## src/rtl/nios2_button_pio.sv

```systemverilog
// Avalon-MM button PIO: per-bit sync + debounce, falling-edge capture with write-1-to-clear,
// maskable level interrupt.
module nios2_button_pio #(
  parameter int unsigned WIDTH           = 4,
  parameter int unsigned DEBOUNCE_CYCLES = 50000
) (
  input  logic             clk,
  input  logic             reset_n,
  input  logic [1:0]       address,
  input  logic             chipselect,
  input  logic             write_n,
  input  logic [31:0]      writedata,
  input  logic [WIDTH-1:0] in_port,
  output logic [31:0]      readdata,
  output logic             irq
);

  localparam int unsigned CntW = (DEBOUNCE_CYCLES > 1) ? $clog2(DEBOUNCE_CYCLES) : 1;
  localparam logic [CntW-1:0] CntMax = CntW'(DEBOUNCE_CYCLES - 1);

  logic [WIDTH-1:0] sync1_q, sync2_q;
  logic [WIDTH-1:0] stable_q, stable_d;
  logic [WIDTH-1:0] mask_q, mask_d;
  logic [WIDTH-1:0] edge_q, edge_d;
  logic [WIDTH-1:0] clr, fall;
  logic [CntW-1:0]  cnt_q [WIDTH];
  logic [CntW-1:0]  cnt_d [WIDTH];
  logic             wr_en;
  logic             unused_wdata;

  assign wr_en        = chipselect & ~write_n;
  assign unused_wdata = ^writedata;

  // Counter runs only while the synchronized input disagrees with the stable value.
  always_comb begin
    for (int i = 0; i < WIDTH; i++) begin
      stable_d[i] = stable_q[i];
      cnt_d[i]    = '0;
      if (sync2_q[i] != stable_q[i]) begin
        if (cnt_q[i] == CntMax) begin
          stable_d[i] = sync2_q[i];
        end else begin
          cnt_d[i] = cnt_q[i] + CntW'(1);
        end
      end
    end
  end

  always_comb begin
    fall   = stable_q & ~stable_d;
    clr    = (wr_en && address == 2'd3) ? writedata[WIDTH-1:0] : '0;
    // A new falling edge wins over a simultaneous clear.
    edge_d = (edge_q & ~clr) | fall;
    mask_d = (wr_en && address == 2'd2) ? writedata[WIDTH-1:0] : mask_q;
  end

  always_ff @(posedge clk or negedge reset_n) begin
    if (!reset_n) begin
      sync1_q  <= '1;
      sync2_q  <= '1;
      stable_q <= '1;
      mask_q   <= '0;
      edge_q   <= '0;
      for (int i = 0; i < WIDTH; i++) begin
        cnt_q[i] <= '0;
      end
    end else begin
      sync1_q  <= in_port;
      sync2_q  <= sync1_q;
      stable_q <= stable_d;
      mask_q   <= mask_d;
      edge_q   <= edge_d;
      for (int i = 0; i < WIDTH; i++) begin
        cnt_q[i] <= cnt_d[i];
      end
    end
  end

  always_comb begin
    readdata = '0;
    case (address)
      2'd0:    readdata[WIDTH-1:0] = stable_q;
      2'd2:    readdata[WIDTH-1:0] = mask_q;
      2'd3:    readdata[WIDTH-1:0] = edge_q;
      default: readdata = '0;
    endcase
  end

  assign irq = |(edge_q & mask_q);

endmodule

```

## config.mk

```make
export PLATFORM = sky130hd
export DESIGN_NAME = nios2_button_pio
export DESIGN_NICKNAME = d
export VERILOG_FILES = /design/src/rtl/nios2_button_pio.sv
export SDC_FILE = /design/constraint.sdc
export NUM_CORES = 1
export LEC_CHECK = 0
export CAP_MARGIN = 30
export CORE_ASPECT_RATIO = 0.8
export CORE_MARGIN = 2
export CORE_UTILIZATION = 35
export DETAILED_ROUTE_END_ITERATION = 8
export PLACE_DENSITY_LB_ADDON = 0.15
export RECOVER_POWER = 25
export SLEW_MARGIN = 10
export SYNTH_ARGS = -nofsm -noshare
export SYNTH_HDL_FRONTEND = slang
export SYNTH_SLANG_ARGS = --single-unit
```

## constraint.sdc

```tcl
create_clock -name clk -period 4.5 [get_ports clk]
set_input_delay 0.45 -clock clk [delete_from_list [all_inputs] [get_ports clk]]
set_output_delay 0.45 -clock clk [all_outputs]
set_load 0.1 [all_outputs]
```

==> results_dict.tcl, run 1 <==
set metrics [dict create \
    outcome "finished with violations" \
    violations "max-capacitance violations, max-slew violations" \
    die_height_um 102 \
    synth_common_cells "dfrtp_1 (72), nor2_1 (72), xnor2_1 (49)" \
    setup_viol 0 \
    drive_gt1_frac 0.105 \
    grt_pass1_wl_um 13800 \
    htree_levels 3 \
    synth-edff-count 0 \
    finalHoldViolations 0 \
    yosysUniqueCellTypes 33 \
    num_rows 35 \
    skew_ps 3.46 \
    fmax_mhz 324 \
    totalWireLength_um 7720 \
    crit_type "input pin to primary output" \
    p_int_w 0.00125 \
    wl_per_cell_um 13.2 \
    final.setup.tns_ps 0 \
    seq_power_share 0.459 \
    fp.dieArea_um2 12900 \
    cap_violations 1 \
    ant_nets 0 \
    drtIter0Drc 126 \
    area_growth_pct 12.1 \
    antenna_found_initial 0 \
    grt_pass1_vias 2791 \
    nets 479 \
    post-route-drc-count 0 \
    clk_latency_ps 340 \
    synth_area_leader_cell "dfrtp_1" \
    maxSlewHeadroom -0.0256 \
    ys_seq_area_frac 0.505 \
    r2r_cells 4 \
    die_w_um 126 \
    p_leak_nw 1.90 \
    cts_resized 0 \
    gp_congestion 0.801 \
    crit_required_ps 4050 \
    async_reset_ff_frac 1.00 \
    root_buffer "clkbuf_16" \
    post_cts_buffers 0 \
    hold_ws_ps 322 \
    cts_tree "built" \
    netlist_area_um2 4190 \
    critPathArrivalTime_ps 2630 \
    worstPathMaxFanout 7 \
    start_util 0.361 \
    place_hpwl_um 5240 \
    grt.overflow.total 0 \
    worstMarginPinSlew_ps 1540 \
    cellPowerDensity_nw_per_um2 372 \
    clock-sinks 84 \
    synthCells 409 \
    clkTransAtPathRegs_ps 60 \
    viasPerCell 4.80 \
    vias 2811 \
    cts_inserted_buffers 9 \
    synth-seq-cells 84 \
    dr.pass1.iters 4 \
    p_clk_frac 0.405 \
    synth_area_leaders "dfrtp_1 (43%), xnor2_1 (10%), dfstp_2 (7.5%), nor2_1 (6.5%), buf_4 (5.4%)" \
    power.switching_w 0.000498 \
    cp-end-kind "primary output" \
    yosysTopAreaCellShare 0.430 \
    synth_area_per_cell_um2 10.2 \
    finalCriticalPeriod_ps 3080 \
    boundaryPins 75 \
    grtUsageTotal 0.134 \
    cts_hold_buf 0 \
    comb_power_share 0.136 \
    synth_top_flop_cell "dfrtp_1" \
    drv_slew 64 \
    io_buffers 18 \
    yosys_warnings 0 \
    period_share 0.685 \
    final_util 0.405 \
    grt_start_max_net_pins 64 \
    antennaDiodeCount 0 \
    cts_buffer_depth 2 \
    switching_share 0.285 \
    cp-start-kind "input pin" \
    irDropWorstVdd_uv 230 \
    rsz0062_at_grt "false" \
    hp-class "input pin to asynchronous set/reset pin" \
    core-area_um2 11600 \
]
[through the flow]
step	total power [W]	instances	area [µm²]	worst slack, ps
5_1_grt	0.00182	586	4700	1340
4_1_cts	0.00178	586	4720	1400
3_5_place_dp	0.00106	570	4440	1400
2_1_floorplan	0.00102	436	4290	2440
6_report	0.00174	586	4700	1420
3_3_place_gp	0.00105	569	4410	1410
[power groups by stage]
stage / Combinational, W / Sequential [W] / Clock, W
after floorplan: 0.000212 / 0.000810 / 0
after global placement: 0.000240 / 0.000814 / 0
after detailed placement: 0.000244 / 0.000815 / 0
after CTS: 0.000244 / 0.000801 / 0.000730
after global routing: 0.000251 / 0.000804 / 0.000768
final: 0.000237 / 0.000801 / 0.000707
[worst max-delay path, cell delays in order]
cell and delay (ps):
clkdlybuf4s50_1 550, nor2_1 300, a22o_1 200, clkdlybuf4s50_1 1130
[state kept, by name, summed over array words and instances (netlist names)]
name,cells
sync2_q,4
mask_q,4
cnt_q,64
edge_q,4
sync1_q,4
stable_q,4
[path summary, 6_finish.rpt]
path,startpoint,to,slack (ps)
hold / removal,reset_n,cnt_q[5],320
setup / recovery,address[0],readdata[3],1420
setup reg to reg,cnt_q[32],cnt_q[36],2430
min in group clk,sync1_q[3],sync2_q[3],360
max in group asynchronous,reset_n,cnt_q[45],2080
hold reg to reg,sync1_q[3],sync2_q[3],360
[layer usage]
layer / vias up / share of wire / GRT usage
met5: - / 0 / 0
met4: 0 / 0.0045 / 0.0270
met3: 4 / 0.043 / 0.0524
met2: 35 / 0.47 / 0.211
met1: 1376 / 0.48 / 0.179
li1: 1396 / - / -
[cell type report]
cell class / count / area, µm²
Fill cell: 1134 / 6910
Sequential cell: 84 / 2120
Multi-Input combinational cell: 303 / 1880
Clock buffer: 15 / 278
Tap cell: 148 / 185
Timing Repair Buffer: 19 / 174
Inverter: 16 / 60.1
Clock inverter: 1 / 5.00
[cell usage in the layout, fill, tap and decap left out, types with 9 or more instances in the layout]
| cell type | instances |
|---|---|
| xor2_1 | 9 |
| nor2_1 | 72 |
| nand2_1 | 21 |
| nor4_1 | 21 |
| dfrtp_1 | 72 |
| mux2_2 | 12 |
| inv_1 | 16 |
| clkdlybuf4s50_1 | 11 |
| clkbuf_16 | 9 |
| nor3_1 | 14 |
| xnor2_1 | 49 |
| conb_1 | 28 |
| nand3_1 | 23 |
| dfstp_2 | 12 |
| nand4_1 | 15 |
[logic make-up (layout without fill, tap and decap cells)]
family,Yosys count,in the layout,synth area share
AND/OR/NAND/NOR,185,185,0.220
flip-flops,84,84,0.505
XOR/XNOR,58,58,0.121
buffers and inverters,49,51,0.0708
AO/OA/AOI/OAI,16,16,0.0379
multiplexers,12,12,0.0323
adder cells (fa/ha/maj),4,4,0.0119
other,1,28,0.000895
No activity file was read; power rests on OpenSTA's default activity.
==> run 2, diff against run 1 <==
clock period = 3.1 ns   (was 4.5 ns; I/O delays follow)
==> results_dict.tcl, run 2 (same netlist as run 1, synthesis figures left out) <==
set metrics [dict create \
    crit_required_ps 2790 \
    root_buffer "clkbuf_16" \
    fill_cells 1107 \
    cellPowerDensity_nw_per_um2 548 \
    cp-end-kind "primary output" \
    worstPathMaxFanout 7 \
    p_leak_nw 1.92 \
    reg2reg_slack_ps 990 \
    total_power_w 0.00259 \
    cts_buffer_depth 2 \
    grt_pass1_vias 2790 \
    clkTransAtPathRegs_ps 60 \
    irDropWorstVdd_uv 347 \
    hp-class "input pin to asynchronous set/reset pin" \
    ant_nets 0 \
    layout_setup_ws_ps 958 \
    outcome "finished clean" \
    wl_per_cell_um 13.0 \
    totalWireLength_um 7670 \
    place_hpwl_um 5320 \
    fp.dieArea_um2 12900 \
    drv_slew 0 \
    maxSlewHeadroom 0.147 \
    cp-start-kind "input pin" \
    grt_pass1_wl_um 13300 \
    drive_gt1_frac 0.118 \
    top_register "cnt_q" \
    met3_usage 0.0372 \
    drtIter0Drc 173 \
    hold_ws_ps 246 \
    cap_violations 0 \
    cts_inserted_buffers 9 \
    r2r-start "cnt_q[16]" \
    largest_reg_flops 64 \
    fmax_mhz 467 \
    die_w_um 126 \
    start_util 0.361 \
    htree_levels 3 \
    met1_usage 0.174 \
    cts_hold_buf 0 \
    dpl_cell_area_um2 4430 \
    grtUsageTotal 0.130 \
    final_area_um2 4720 \
    die_height_um 102 \
    place_ws_ps 951 \
    finalHoldViolations 0 \
    nets 481 \
    worstMarginPinSlew_ps 1280 \
    clock-sinks 84 \
    path_cells "clkdlybuf4s50_1 > mux2_2 > a22o_1 > buf_4" \
    period_share 0.691 \
    r2r_end "cnt_q[24]" \
    crit_type "input pin to primary output" \
    critPathArrivalTime_ps 1830 \
    core-area_um2 11600 \
    post_cts_buffers 0 \
    use_met2 0.208 \
    vias 2785 \
    gp_congestion 0.774 \
    rsz0062_at_grt "false" \
    antennaDiodeCount 0 \
    io_buffers 18 \
    clk_latency_ps 340 \
    antenna_found_initial 0 \
    grt_busiest_layer "met2" \
    skew_ps 8.32 \
    num_rows 35 \
    grt_start_max_net_pins 53 \
    setup_viol 0 \
    cts_tree "built" \
    final.setup.tns_ps 0 \
    viasPerCell 4.74 \
    grt.overflow.total 0 \
    slowest_delay_ps 650 \
    post-route-drc-count 0 \
    mostFrequentLayoutCells "nor2_1 (72), dfrtp_1 (72), xnor2_1 (49)" \
    r2r_cells 4 \
    slowest_stage "clkdlybuf4s50_1" \
    finalCriticalPeriod_ps 2140 \
    cts_resized 0 \
    dr.pass1.iters 4 \
    boundaryPins 75 \
    area_growth_pct 12.8 \
]
-- run 2: cell types whose count changed in the layout (fill, tap and decap cells not counted), sizes merged --
cell           previous run  this run
bufinv                    0         1
buf                       2         8
clkbuf                   17        15
clkdlybuf4s50            11         8
-- run 2: worst max-delay path by stage --
stage | slack, ps | cells past startpoint | start | endpoint
floorplan | 1320 | 3 | address[0] | readdata[1]
global placement | 950 | 4 | address[0] | readdata[1]
detailed placement | 950 | 4 | cnt_q[16] | cnt_q[24]
CTS | 940 | 4 | cnt_q[16] | cnt_q[24]
global route | 790 | 4 | cnt_q[16] | cnt_q[19]
finish | 960 | 4 | address[0] | readdata[1]
-- run 2: final cells by class --
type	count	area, µm²	area share
clock buffer	14	264	0.0559
tap	148	185	0.0392
sequential	84	2120	0.448
timing repair buffer	21	185	0.0392
clock inverter	2	35.0	0.00742
inverter	16	60.1	0.0127
multi-input combinational	303	1880	0.397
-- run 2: per-stage QoR --
step,cells,util
6_report,588,0.407
5_1_grt,588,0.407
4_1_cts,588,0.407
3_5_place_dp,572,0.381
3_3_place_gp,572,0.381
2_1_floorplan,436,-
-- run 2: where the power goes --
part	internal, W	switching, W	total, W
Combinational	0.0000659	0.000279	0.000345
Clock	0.000668	0.000414	0.00108
Sequential	0.00114	0.0000266	0.00116
Total	0.00187	0.000719	0.00259
-- run 2: routing by layer --
layer / wire [µm] / up-vias / share of wire
met3: 252 / 9 / 0.033
met2: 3540 / 38 / 0.46
met4: 99 / 0 / 0.013
met5: 0 / - / 0
met1: 3780 / 1330 / 0.49
li1: - / 1408 / -
-- run 2: critical path, delay by kind of cell --
kind / cells / cell delay, ps
AOI/OAI and AO/OA: 1 / 260
buffers and inverters: 2 / 890
muxes: 1 / 370
==> run 3, diff against run 2 <==
clock period = 1.8 ns   (was 3.1 ns; I/O delays follow)
==> results_dict.tcl, run 3 (same netlist as run 1, synthesis figures left out) <==
set metrics [dict create \
    cp-start-kind "flop" \
    slowest_delay_ps 410 \
    crit_type "flop to flop" \
    clock-sinks 84 \
    met3_usage 0.0377 \
    finalCriticalPeriod_ps 1710 \
    core-area_um2 11600 \
    cts_inserted_buffers 9 \
    root_buffer "clkbuf_16" \
    final_area_um2 5090 \
    post_cts_buffers 0 \
    vias 2958 \
    use_met2 0.214 \
    clk_latency_ps 330 \
    antenna_found_initial 0 \
    hp-class "flop to flop" \
    cap_violations 0 \
    drtIter0Drc 137 \
    place_ws_ps -86.7 \
    drive_gt1_frac 0.200 \
    fin_cells 619 \
    grtUsageTotal 0.132 \
    grt_start_max_net_pins 37 \
    nets 512 \
    worstPathMaxFanout 2 \
    fmax_mhz 583 \
    worstMarginPinSlew_ps 940 \
    layout_setup_ws_ps 85.3 \
    critPathArrivalTime_ps 1970 \
    htree_levels 3 \
    top_register "cnt_q" \
    total_power_w 0.00436 \
    totalWireLength_um 7970 \
    grt_pass1_wl_um 13600 \
    start_util 0.361 \
    cts_tree "built" \
    grt_busiest_layer "met2" \
    met1_usage 0.175 \
    boundaryPins 75 \
    dpl_cell_area_um2 4740 \
    outcome "finished clean" \
    p_leak_nw 2.10 \
    fill_cells 1100 \
    maxSlewHeadroom 0.373 \
    die_height_um 102 \
    wl_per_cell_um 12.9 \
    dr.pass1.iters 4 \
    dp.cells 602 \
    cp-end-kind "flop" \
    cts_buffer_depth 2 \
    rsz0062_at_grt "false" \
    fp.dieArea_um2 12900 \
    drv_slew 0 \
    ant_nets 0 \
    post-route-drc-count 0 \
    path_cells "nor4_4 > nand3_2 > nor4_2 > buf_4 > mux2_2" \
    cellPowerDensity_nw_per_um2 857 \
    io_buffers 18 \
    largest_reg_flops 64 \
    slowest_stage "dfrtp_1" \
    die_w_um 126 \
    finalHoldViolations 0 \
    viasPerCell 4.78 \
    skew_ps 8.82 \
    num_rows 35 \
    crit_required_ps 2060 \
    antennaDiodeCount 0 \
    grt.overflow.total 0 \
    place_hpwl_um 5650 \
    irDropWorstVdd_uv 555 \
    area_growth_pct 21.6 \
    setup_viol 0 \
    clkTransAtPathRegs_ps 60 \
    gp_congestion 0.809 \
    mostFrequentLayoutCells "nor2_1 (72), dfrtp_1 (72), xnor2_1 (49)" \
    period_share 0.953 \
    grt_pass1_vias 2837 \
]
## run 3: path summary, 6_finish.rpt
kind	depth (start not counted)	slack, ps	to	startpoint
min in group asynchronous	2	530	cnt_q[5]	reset_n
min reg2reg	0	360	sync2_q[0]	sync1_q[0]
max	5	90	stable_q[2]	cnt_q[29]
max in group asynchronous	3	470	cnt_q[21]	reset_n
min	0	360	sync2_q[0]	sync1_q[0]
max reg2reg	5	90	stable_q[2]	cnt_q[29]
## run 3: per-stage QoR
stage          TNS, ps  utilization  hold slack, ps
2_1_floorplan        0            -            -116
3_3_place_gp      -322        0.408             178
3_5_place_dp      -374        0.408             179
4_1_cts              0        0.434             237
5_1_grt              0        0.439             362
6_report             0        0.439             356
## run 3: layout make-up
cell class,count,area (µm²),area share
Inverter,16,60.1,0.0118
Clock inverter,7,52.6,0.0103
Clock buffer,9,225,0.0442
Tap cell,148,185,0.0364
Sequential cell,84,2120,0.416
Multi-Input combinational cell,303,1950,0.382
Timing Repair Buffer,52,507,0.0995
## run 3: worst max-delay path: cells and delay by family (launching register included)
kind	cells	cell delay, ps
simple gates	3	760
mux	1	320
flops	1	410
buf+inv	1	160
## run 3: layer usage
layer  wire length, µm  vias up
met2              3800       43
met1              3880     1445
li1                  -     1463
met5                 0        -
met4                72        0
met3               220        7
## run 3: repair_timing
action / in CTS / in global routing
setup endpoints to repair: 4 / 35
hold endpoints to repair: 27 / 0
pin swaps: 1 / 1
hold buffers: 1 / 0
gates resized for setup: 3 / 9
## run 3: power breakdown
group	total (W)	switching [W]	internal, W
clock	0.00170	0.000757	0.000941
sequential	0.00200	0.0000453	0.00195
combinational	0.000666	0.000496	0.000170
